<file path="config.mk">
export PLATFORM = sky130hd
export DESIGN_NAME = router_sync_nport
export DESIGN_NICKNAME = d
export VERILOG_FILES = /design/src/rtl/router_pkg.sv /design/src/rtl/router_port_timer.sv /design/src/rtl/router_sync_nport.sv
export SDC_FILE = /design/constraint.sdc
export NUM_CORES = 1
export LEC_CHECK = 0
export BUFFER_PORTS_ARGS = -buffer_cell sky130_fd_sc_hd__buf_2
export CAP_MARGIN = 20
export CORE_MARGIN = 3
export CORE_UTILIZATION = 49
export CTS_CLUSTER_DIAMETER = 150
export CTS_CLUSTER_SIZE = 10
export DETAILED_ROUTE_END_ITERATION = 8
export PLACE_DENSITY = 0.77
export SYNTH_ARGS = -nofsm -noshare
export SYNTH_HDL_FRONTEND = slang
export SYNTH_SLANG_ARGS = --single-unit
</file>
<file path="constraint.sdc">
create_clock -name clk -period 1.2 [get_ports clk]
set_input_delay 0.06 -clock clk [delete_from_list [all_inputs] [get_ports clk]]
set_output_delay 0.06 -clock clk [all_outputs]
set_load 0.01 [all_outputs]
</file>
<file path="src/rtl/router_pkg.sv">
// Shared defaults and helpers for the 1xN router synchroniser.
package router_pkg;

    localparam int ROUTER_NUM_PORTS = 3;
    localparam int ROUTER_ADDR_W    = 2;
    localparam int ROUTER_TIMEOUT   = 30;
    localparam int ROUTER_MAX_PORTS = 8;

    // Decode addr to a one-hot port select; an address at or beyond n yields zero.
    function automatic logic [ROUTER_MAX_PORTS-1:0] onehot(input logic [7:0] addr, input int n);
        logic [ROUTER_MAX_PORTS-1:0] sel;
        sel = '0;
        if (32'(addr) < 32'(n) && 32'(addr) < 32'(ROUTER_MAX_PORTS)) begin
            sel[addr[2:0]] = 1'b1;
        end
        return sel;
    endfunction

endpackage

</file>
<file path="src/rtl/router_port_timer.sv">
// Per-port unread-valid watchdog: one-cycle soft_reset after TIMEOUT_CYC unread valid cycles.
// Outputs are registered (one edge after the terminal count); no backpressure.
module router_port_timer #(
    parameter int TIMEOUT_CYC = 30
) (
    input  logic clk,
    input  logic reset,
    input  logic vld_i,
    input  logic rd_i,
    input  logic clr_i,
    output logic soft_reset_o,
    output logic status_o
);

    localparam int CNT_W = $clog2(TIMEOUT_CYC);

    logic [CNT_W-1:0] cnt_q, cnt_d;
    logic             soft_q, soft_d;
    logic             stat_q, stat_d;

    // A timeout event on the same edge as a clear keeps the status bit set.
    always_comb begin
        cnt_d  = '0;
        soft_d = 1'b0;
        stat_d = stat_q & ~clr_i;
        if (!reset) begin
            stat_d = 1'b0;
        end else if (vld_i && !rd_i) begin
            if (cnt_q == CNT_W'(TIMEOUT_CYC - 1)) begin
                soft_d = 1'b1;
                stat_d = 1'b1;
            end else begin
                cnt_d = cnt_q + CNT_W'(1);
            end
        end
    end

    always_ff @(posedge clk) begin
        cnt_q  <= cnt_d;
        soft_q <= soft_d;
        stat_q <= stat_d;
    end

    assign soft_reset_o = soft_q;
    assign status_o     = stat_q;

endmodule

</file>
<file path="src/rtl/router_sync_nport.sv">
// N-port router synchroniser: latches destination, steers write enable, reports full/valid/timeouts.
// write_enb/fifo_full follow addr_q combinationally; writes are withheld from a full FIFO.
module router_sync_nport
    import router_pkg::*;
#(
    parameter int NUM_PORTS   = ROUTER_NUM_PORTS,
    parameter int ADDR_W      = ROUTER_ADDR_W,
    parameter int TIMEOUT_CYC = ROUTER_TIMEOUT
) (
    input  logic                 clk,
    input  logic                 reset,
    input  logic                 detect_add,
    input  logic [ADDR_W-1:0]    data_in,
    input  logic                 write_enb_reg,
    input  logic [NUM_PORTS-1:0] full,
    input  logic [NUM_PORTS-1:0] empty,
    input  logic [NUM_PORTS-1:0] read_enb,
    input  logic [NUM_PORTS-1:0] status_clr,
    output logic [NUM_PORTS-1:0] write_enb,
    output logic                 fifo_full,
    output logic [NUM_PORTS-1:0] vld_out,
    output logic [NUM_PORTS-1:0] soft_reset,
    output logic                 addr_err,
    output logic [NUM_PORTS-1:0] timeout_status
);

    localparam int NADDR = 1 << ADDR_W;

    logic [ADDR_W-1:0] addr_q, addr_d;
    logic              err_q, err_d;
    logic [NADDR-1:0]  full_ext;
    logic              wr_ok;

    always_comb begin
        addr_d = addr_q;
        err_d  = err_q;
        if (!reset) begin
            addr_d = '0;
            err_d  = 1'b0;
        end else if (detect_add) begin
            addr_d = data_in;
            err_d  = (32'(data_in) >= 32'(NUM_PORTS));
        end
    end

    always_ff @(posedge clk) begin
        addr_q <= addr_d;
        err_q  <= err_d;
    end

    // Widen full to the whole address space so any addr_q indexes in range.
    assign full_ext  = NADDR'(full);
    assign fifo_full = reset && !err_q && full_ext[addr_q];
    assign wr_ok     = reset && write_enb_reg && !err_q && !full_ext[addr_q];
    assign write_enb = wr_ok ? NUM_PORTS'(onehot(8'(addr_q), NUM_PORTS)) : '0;
    assign addr_err  = err_q;
    assign vld_out   = ~empty;

    for (genvar i = 0; i < NUM_PORTS; i++) begin : g_port
        router_port_timer #(
            .TIMEOUT_CYC(TIMEOUT_CYC)
        ) u_timer (
            .clk         (clk),
            .reset       (reset),
            .vld_i       (vld_out[i]),
            .rd_i        (read_enb[i]),
            .clr_i       (status_clr[i]),
            .soft_reset_o(soft_reset[i]),
            .status_o    (timeout_status[i])
        );
    end

endmodule

</file>
Word level (Yosys, flattened, before mapping)
Index checks and enable logic that the tools add are counted.

Memories kept: 0. Bits in writable memories: 0. Memory bits (read-only): 0. Register bits: 24. Logic and storage cells: 68. Bits in latches: 0. Bits of input ports: 18.

Reduce and logical (&&, ||, !) cells: 20. Multipliers: 0. Equality and inequality tests: 3. $lt $le $gt $ge: 5. Bitwise operators: 11. Mux-type cells: 15. Divide/modulo/power cells: 0. Add/sub/neg operators: 3. Shift operators: 0.

Operator list (count): adder 5 x 1 -> 5 bit (second input constant) (3); == test 5 bit (second input constant) (3); two-way mux 1 bit (11); logical AND 1 bit (9); OR reduction 3 bit (3); NOT 1 bit (7); two-way mux 3 bit (2); AND reduction 2 bit (3); logical NOT 1 bit (5); less-than comparator 2 x 4 -> 1 bit (second input constant) (1); AND 1 bit (3); less-than comparator 2 x 3 -> 1 bit (second input constant) (1); NOT 3 bit (1); binary-select mux 1 bit (select 2 bit) (1); demux 1 bit (select 2 bit) (1); greater-or-equal comparator 2 x 1 -> 1 bit (second input constant) (1); greater-or-equal comparator 2 bit (second input constant) (1); less-than comparator 2 bit (second input constant) (1).

Depth between registers and ports, before layout
Gate-level depths: netlist of the first run.

Word-level depth: 6. Depth in mapped cells: 5.

By module
A second synthesis of the first run with hierarchy kept.

Cell total of the unflattened synthesis: 99. Area, all modules: 969.7 µm².

Modules (own cells, without submodules): router_port_timer (times used 3, cells each 26, area an instance 261.5 µm²); router_sync_nport (times used 1, cells each 21, area an instance 185.2 µm²).

Worst setup path after synthesis of the first run
Ideal clock, no wire load.

Kind: register to register. Start: reg g_port[0].u_timer.cnt_q[0]. End: reg g_port[0].u_timer.stat_q. Path slack: 0.122 ns. Data arrival time: 1.008 ns. Stages on the path, launching flop included: 5. Cell sequence: dfxtp_1 > ha_1 > nand4_2 > nor4b_2 > o21bai_1.

Longest elaborated chain between the ends: 3.

RTL lines: start, declared (line router_port_timer.sv:17) `logic [CNT_W-1:0] cnt_q, cnt_d;`; start signal, assigned (line router_port_timer.sv:39) `cnt_q <= cnt_d;`; == test 5 bit (line router_port_timer.sv:29) `if (cnt_q == CNT_W'(TIMEOUT_CYC - 1)) begin`; two-way mux 1 bit (line router_port_timer.sv:29); two-way mux 1 bit (line router_port_timer.sv:28) `end else if (vld_i && !rd_i) begin`; end signal, assigned (line router_port_timer.sv:41) `stat_q <= stat_d;`; end, declared (line router_port_timer.sv:19) `logic stat_q, stat_d;`.

No other way between the ends. A chain may end at the register's enable or synchronous reset.

Final worst setup path of the first run
Start: reg err_q, in the netlist addr_err. End: out write_enb[0].

Longest elaborated chain between the ends: 4.

RTL lines: start, declared (line router_sync_nport.sv:30) `logic err_q, err_d;`; start signal, assigned (line router_sync_nport.sv:48) `err_q <= err_d;`; logical NOT 1 bit (line router_sync_nport.sv:54) `assign wr_ok = reset && write_enb_reg && !err_q && !full_ext[addr_q];`; logical AND 1 bit (2 in a row) (line router_sync_nport.sv:54); two-way mux 3 bit (line router_sync_nport.sv:55) `assign write_enb = wr_ok ? NUM_PORTS'(onehot(8'(addr_q), NUM_PORTS)) : '0;`; end, declared (line router_sync_nport.sv:19) `output logic [NUM_PORTS-1:0] write_enb,`.

No other way between the ends.

==> results of run 1 <==
-- through the flow --
step | hold WS, ps | area, sq um
detailed placement | 251 | 1170
global route | 16.5 | 1390
CTS | 8.80 | 1320
global placement | 246 | 1170
finish | 8.95 | 1390
floorplan | 136 | 1050
-- path summary, 6_finish.rpt --
check,from,endpoint,slack [ps]
setup / recovery,addr_err,write_enb[0],-170
hold / removal,data_in[0],addr_err,9
setup reg to reg,g_port[0].u_timer.cnt_q[0],g_port[0].u_timer.cnt_q[4],50
hold reg to reg,g_port[1].u_timer.cnt_q[0],g_port[1].u_timer.cnt_q[0],450
-- cells in the final DEF, fill, tap and decap left out, drive strengths merged --
master and instances:
a21boi 1, and3b 1, buf 35, bufinv 1, clkbuf 3, dfxtp 24, dlygate4sd3 7, ha 6
inv 6, mux2i 3, nand2 4, nand2b 1, nand3 9, nand3b 2, nand4 3, nor2 17
nor2b 3, nor3b 1, nor4 1, nor4b 4, o21ai 1, o21bai 3, xnor2 3, xor2 6
-- repair_timing --
item / 4_1_cts / 5_1_grt
buffers inserted: 1 / 3
hold buffers: 7 / 0
endpoints found under the setup margin: 5 / 6
endpoints found under the hold margin: 5 / 0
gates resized for setup: 7 / 12
pin swaps: 0 / 1
-- per-layer routing --
layer	track usage (%)	wire [um]	share of wire [%]
met5	0	0	0
met1	15.8	863	41
met2	30.0	1080	51
met3	3.42	140	6.7
met4	7.66	22	1.0
-- final cells by class --
type | count | share of cell area [%]
clock inverter | 1 | 2.16
sequential | 24 | 35.5
inverter | 6 | 1.62
clock buffer | 3 | 1.62
timing repair buffer | 42 | 18.4
tap | 27 | 2.43
multi-input combinational | 69 | 38.3
-- cells by family after synthesis --
logic type,Yosys count,synth area share [%]
AOI/OAI and AO/OA,5,3.33
xor gates and xnor gates,9,7.48
adders and majority gates,6,7.13
buffers and inverters,16,9.03
DFF,24,45.6
muxes,3,2.85
and+or+nand+nor,46,24.6
-- worst register-to-register path, stage by stage (launching register included) --
cell and delay (ps):
dfxtp_4 380, buf_4 140, ha_2 190, nand3_2 80, xor2_1 200, nor2_1 60
-- report_power, final --
| part | switching (W) | total, W | internal, W |
|---|---|---|---|
| sequential | 0.0000126 | 0.000818 | 0.000806 |
| combinational | 0.0000631 | 0.000140 | 0.0000767 |
| clock | 0.000237 | 0.000575 | 0.000338 |
-- registers in the layout, indices dropped and copies added, names as in the netlist --
| name | count |
|---|---|
| g_port.u_timer.soft_reset_o | 3 |
| g_port.u_timer.cnt_q | 15 |
| addr_q | 2 |
| addr_err | 1 |
| g_port.u_timer.status_o | 3 |
==> reports/results.ini, run 1 <==
[run_status]
outcome = finished with violations
violations = setup timing

[clock_network]
clk_path_buf_depth = 2
cts-buffers-inserted = 3
cts_tree = built
clock_latency_ps = 320
h-tree-depth = 1
clockRootBuffer = clkbuf_4
clkTransAtPathRegs_ps = 140
cts.sinks = 24

[min_path]
hp-class = in -> reg
min_path_cells = 3

[synthesis]
yosysSeqAreaShare_pct = 45.6
synth_nets = 133
synth-edff-count = 0
avgSynthCellArea_sq_um = 9.67
synth.most_common_cell = dfxtp_1
ys_async_sr_fraction_pct = 0
ys_seq_elements = 24
synth_top_cell_by_area = dfxtp_1
synth.top_cell.area_share_pct = 45.6
ys_types = 24
postSynthCellCount = 109
synth_area_leaders = dfxtp_1 (46%), ha_1 (7.1%), buf_4 (6.4%)
synthTopCellsByCount = dfxtp_1 (24), nor2_1 (17), buf_4 (9), nand3_1 (9)
yosysWarnings = 0
ys.flop_type = dfxtp_1
synthesis.area_sq_mm = 0.00105

[floorplan]
dieArea_sq_mm = 0.00274
ios = 32
start_util_pct = 52.6
core_sq_mm = 0.00200
die_h_um = 52.4
chipWidth_um = 52.4
core.rowCount = 16

[place]
pre_cts_slack_ps = 22.0
hpwl_um = 1340
place.gp.congestion = 0.717
io_buffer_count = 31
place_inst = 157

[sta]
setup_tns_ps = -668
worst_pin_slew_ps = 270
fin_skew_ps = 14.7
period_share_pct = 115
period_minus_slack_ps = 1370
max_freq_mhz = 728
slew_violations = 0
timing.slew.headroom_pct = 81.9
setup_slack_ps = -174
rsz0062_at_grt = yes
finalSetupViolCount = 4
finalHoldViolCount = 0

[global_routing]
grt_use_total_pct = 15.8
grt_pass1_wl_um = 3190
overflow = 0
antenna_found_initial = 0
grt_pass1_vias = 847
grt_max_degree = 15

[cells_and_area]
area_growth_pct = 31.8
fillers = 165
final_layout_size_suffix_gt1_share_pct = 37.9
fin_util_pct = 69.4
register_area_sq_um = 493
stdcell_count = 172
num-nets-final = 170
num_antenna_cells = 0
multi_input_area_sq_um = 532

[critical_path]
rr_worst_depth = 5
cp_num_buf_inv = 1
worstSetupPathType = reg -> out
slowest_stage = dfxtp_2
crit_fanout = 3
path_cells = nand3b_1, nor4_1, buf_2
cp.depth = 3
worstSetupEndpointType = primary output
slowest_delay_ps = 350
start_kind = register
cp_top_family = simple AND/OR/NAND/NOR gates
worstPathArrival_ps = 1310
cp.required_ps = 1140

[detailed_routing]
drc = 0
via_per_inst = 5.04
drt_pass1_iterations = 4
wirelength_um = 2100
drtAntennaViolNets = 0
first_iter_violations = 9
vias = 867
avgRoutedWirePerCell_um = 12.2

[pwr]
cellPowerDensity_mw_per_mm2 = 1100
ir_worst_vdd_uv = 812
finalPower_w = 0.00153
p_leak_nw = 0.606

[flow_run]
maxCapViolCount = 0

(Power assumes the default switching activity.)
==> inputs of run 2 (changes only) <==
Settings changed: BUFFER_PORTS_ARGS -buffer_cell sky130_fd_sc_hd__buf_2 to default, CORE_UTILIZATION 49 to 50, DONT_BUFFER_PORTS from default to 1, MAX_ROUTING_LAYER from default to met4, PLACE_DENSITY 0.77 to default, SKIP_LAST_GASP from default to 1.
==> reports/results.ini, run 2 (same netlist as run 1, synthesis figures left out) <==
[run_status]
outcome = finished with violations  ; unchanged
violations = setup timing  ; unchanged

[sta]
period_share_pct = 109  ; was 115%
max_freq_mhz = 766  ; was 728 MHz
timing.slew.headroom_pct = 79.0  ; was 81.9%
rsz0062_at_grt = yes  ; unchanged
period_minus_slack_ps = 1310  ; was 1370 ps
finalSetupViolCount = 4  ; unchanged
setup_slack_ps = -106  ; was -174 ps
fin_skew_ps = 2.89  ; was 14.7 ps
slew_violations = 0  ; unchanged
worst_pin_slew_ps = 314  ; was 270 ps
setup_tns_ps = -315  ; was -668 ps
finalHoldViolCount = 0  ; unchanged

[clock_network]
clk_path_buf_depth = 2  ; unchanged
clkTransAtPathRegs_ps = 130  ; was 140 ps
cts.sinks = 24  ; unchanged
clock_latency_ps = 310  ; was 320 ps
clockRootBuffer = clkbuf_4  ; unchanged
cts-buffers-inserted = 3  ; unchanged
cts_tree = built  ; unchanged
h-tree-depth = 1  ; unchanged

[critical_path]
cp.required_ps = 1140  ; about the same
start_kind = register  ; unchanged
worstPathArrival_ps = 1250  ; was 1310 ps
timing.rr.start = g_port[1].u_timer.cnt_q[1]  ; was g_port[0].u_timer.cnt_q[0]
worstSetupEndpointType = primary output  ; unchanged
rr_worst_depth = 5  ; unchanged
crit_start = addr_err  ; unchanged
r2r-end = g_port[1].u_timer.status_o  ; was g_port[0].u_timer.cnt_q[4]
setup.worst_path.end = write_enb[2]  ; was write_enb[0]
crit_fanout = 3  ; unchanged
worstSetupPathType = reg -> out  ; unchanged
reg2reg_slack_ps = 20  ; was 50 ps

[floorplan]
start_util_pct = 56.7  ; was 52.6%
die_h_um = 51.9  ; was 52.4 um
chipWidth_um = 51.9  ; was 52.4 um
core_sq_mm = 0.00186  ; was 0.00200 sq mm
ios = 32  ; unchanged
dieArea_sq_mm = 0.00269  ; was 0.00274 sq mm
core.rowCount = 15  ; was 16

[cells_and_area]
mostFrequentLayoutCell = dfxtp_1  ; was buf_2
num_antenna_cells = 0  ; unchanged
num-nets-final = 147  ; was 170
largest_register = g_port.u_timer.cnt_q  ; unchanged
final_layout_size_suffix_gt1_share_pct = 19.7  ; was 37.9%
largest_register_ff_count = 15  ; unchanged
area_growth_pct = 23.8  ; was 31.8%
fin_util_pct = 70.2  ; was 69.4%
layout_common_cells = dfxtp_1 (20), nor2_1 (17), dlygate4sd3_1 (13)  ; was buf_2 (31), dfxtp_1 (18), nor2_1 (17)

[detailed_routing]
via_per_inst = 5.00  ; was 5.04
vias = 735  ; was 867
drtAntennaViolNets = 0  ; unchanged
drt_pass1_iterations = 6  ; was 4
first_iter_violations = 4  ; was 9
drc = 0  ; unchanged
avgRoutedWirePerCell_um = 12.3  ; was 12.2 um
wirelength_um = 1800  ; was 2100 um

[pwr]
ir_worst_vdd_uv = 1950  ; was 812 uV
intPower_w = 0.00121  ; was 0.00122 W
power_frac_clock_pct = 37.8  ; was 37.5%
cellPowerDensity_mw_per_mm2 = 1150  ; was 1100 mW/mm^2
p_switching_w = 0.000288  ; was 0.000313 W
p_leak_nw = 0.505  ; was 0.606 nW
share_comb_of_total_power_pct = 7.4  ; was 9.1%
seqPwrFrac_pct = 54.8  ; was 53.4%
p_sw_share_pct = 19.2  ; was 20.4%

[global_routing]
grt_max_degree = 15  ; unchanged
antenna_found_initial = 0  ; unchanged
grt_pass1_wl_um = 3020  ; was 3190 um
overflow = 0  ; unchanged
grt_pass1_vias = 689  ; was 847
grt_use_total_pct = 15.4  ; was 15.8%

[min_path]
hp-class = in -> reg  ; unchanged

[place]
hpwl_um = 1250  ; was 1340 um
io_buffer_count = 0  ; was 31
place.gp.congestion = 0.750  ; was 0.717

[flow_run]
maxCapViolCount = 0  ; unchanged

[run 2: worst max-delay path: stages (launching register included)]
cell	delay [ps]
dfxtp_1	330
nand3b_1	210
nor4b_2	240
buf_4	160
[run 2: repair_timing]
item,4_1_cts,5_1_grt
buffers inserted,0,1
setup endpoints to repair,4,12
hold buffers,13,0
resized for setup,4,13
pin swaps,0,3
endpoints found under the hold margin,19,0
[run 2: per-stage QoR]
stage,cell area [sq um],cells,power [W],hold WS [ps],setup WS (ps)
2_1_floorplan,1050,109,0.000890,136,122
3_5_place_dp,1050,129,0.000894,140,64.3
5_1_grt,1300,147,0.00157,9.40,-230
6_report,1300,147,0.00150,16.1,-106
3_3_place_gp,1050,129,0.000894,138,119
4_1_cts,1250,146,0.00151,1.82,-128
[run 2: cell type report]
cell class                 instances  area (sq um)
clock buffer                       3          22.5
sequential                        24           488
tap                               25          31.3
multi-input combinational         69           534
timing repair buffer              19           175
fill                             141           554
inverter                           6          22.5
clock inverter                     1          30.0
[run 2: power by group through the flow]
stage | Combinational [W] | Sequential, W | Clock [W]
floorplan | 0.0000547 | 0.000835 | 0
global placement | 0.0000586 | 0.000835 | 0
detailed placement | 0.0000587 | 0.000836 | 0
CTS | 0.000102 | 0.000818 | 0.000590
global route | 0.000122 | 0.000822 | 0.000620
finish | 0.000111 | 0.000819 | 0.000566
[run 2: per-layer routing]
layer / vias to the layer above / GRT usage, % / part of all wire, %
met5: - / - / 0
met4: 0 / 3.93 / 0.83
met3: 2 / 6.88 / 8.0
met2: 24 / 23.4 / 45
met1: 328 / 18.6 / 46
li1: 381 / - / -
[run 2: worst min-delay path by stage]
stage / slack, ps / endpoint / startpoint / cells after the start
after floorplan: 140 / g_port[0].u_timer.soft_reset_o / read_enb[0] / 1
after global placement: 140 / g_port[0].u_timer.soft_reset_o / read_enb[0] / 1
after detailed placement: 140 / g_port[0].u_timer.soft_reset_o / read_enb[0] / 1
after CTS: 2 / g_port[1].u_timer.cnt_q[1] / empty[1] / 3
after global routing: 9 / g_port[1].u_timer.cnt_q[1] / empty[1] / 3
final: 20 / g_port[1].u_timer.cnt_q[1] / empty[1] / 3
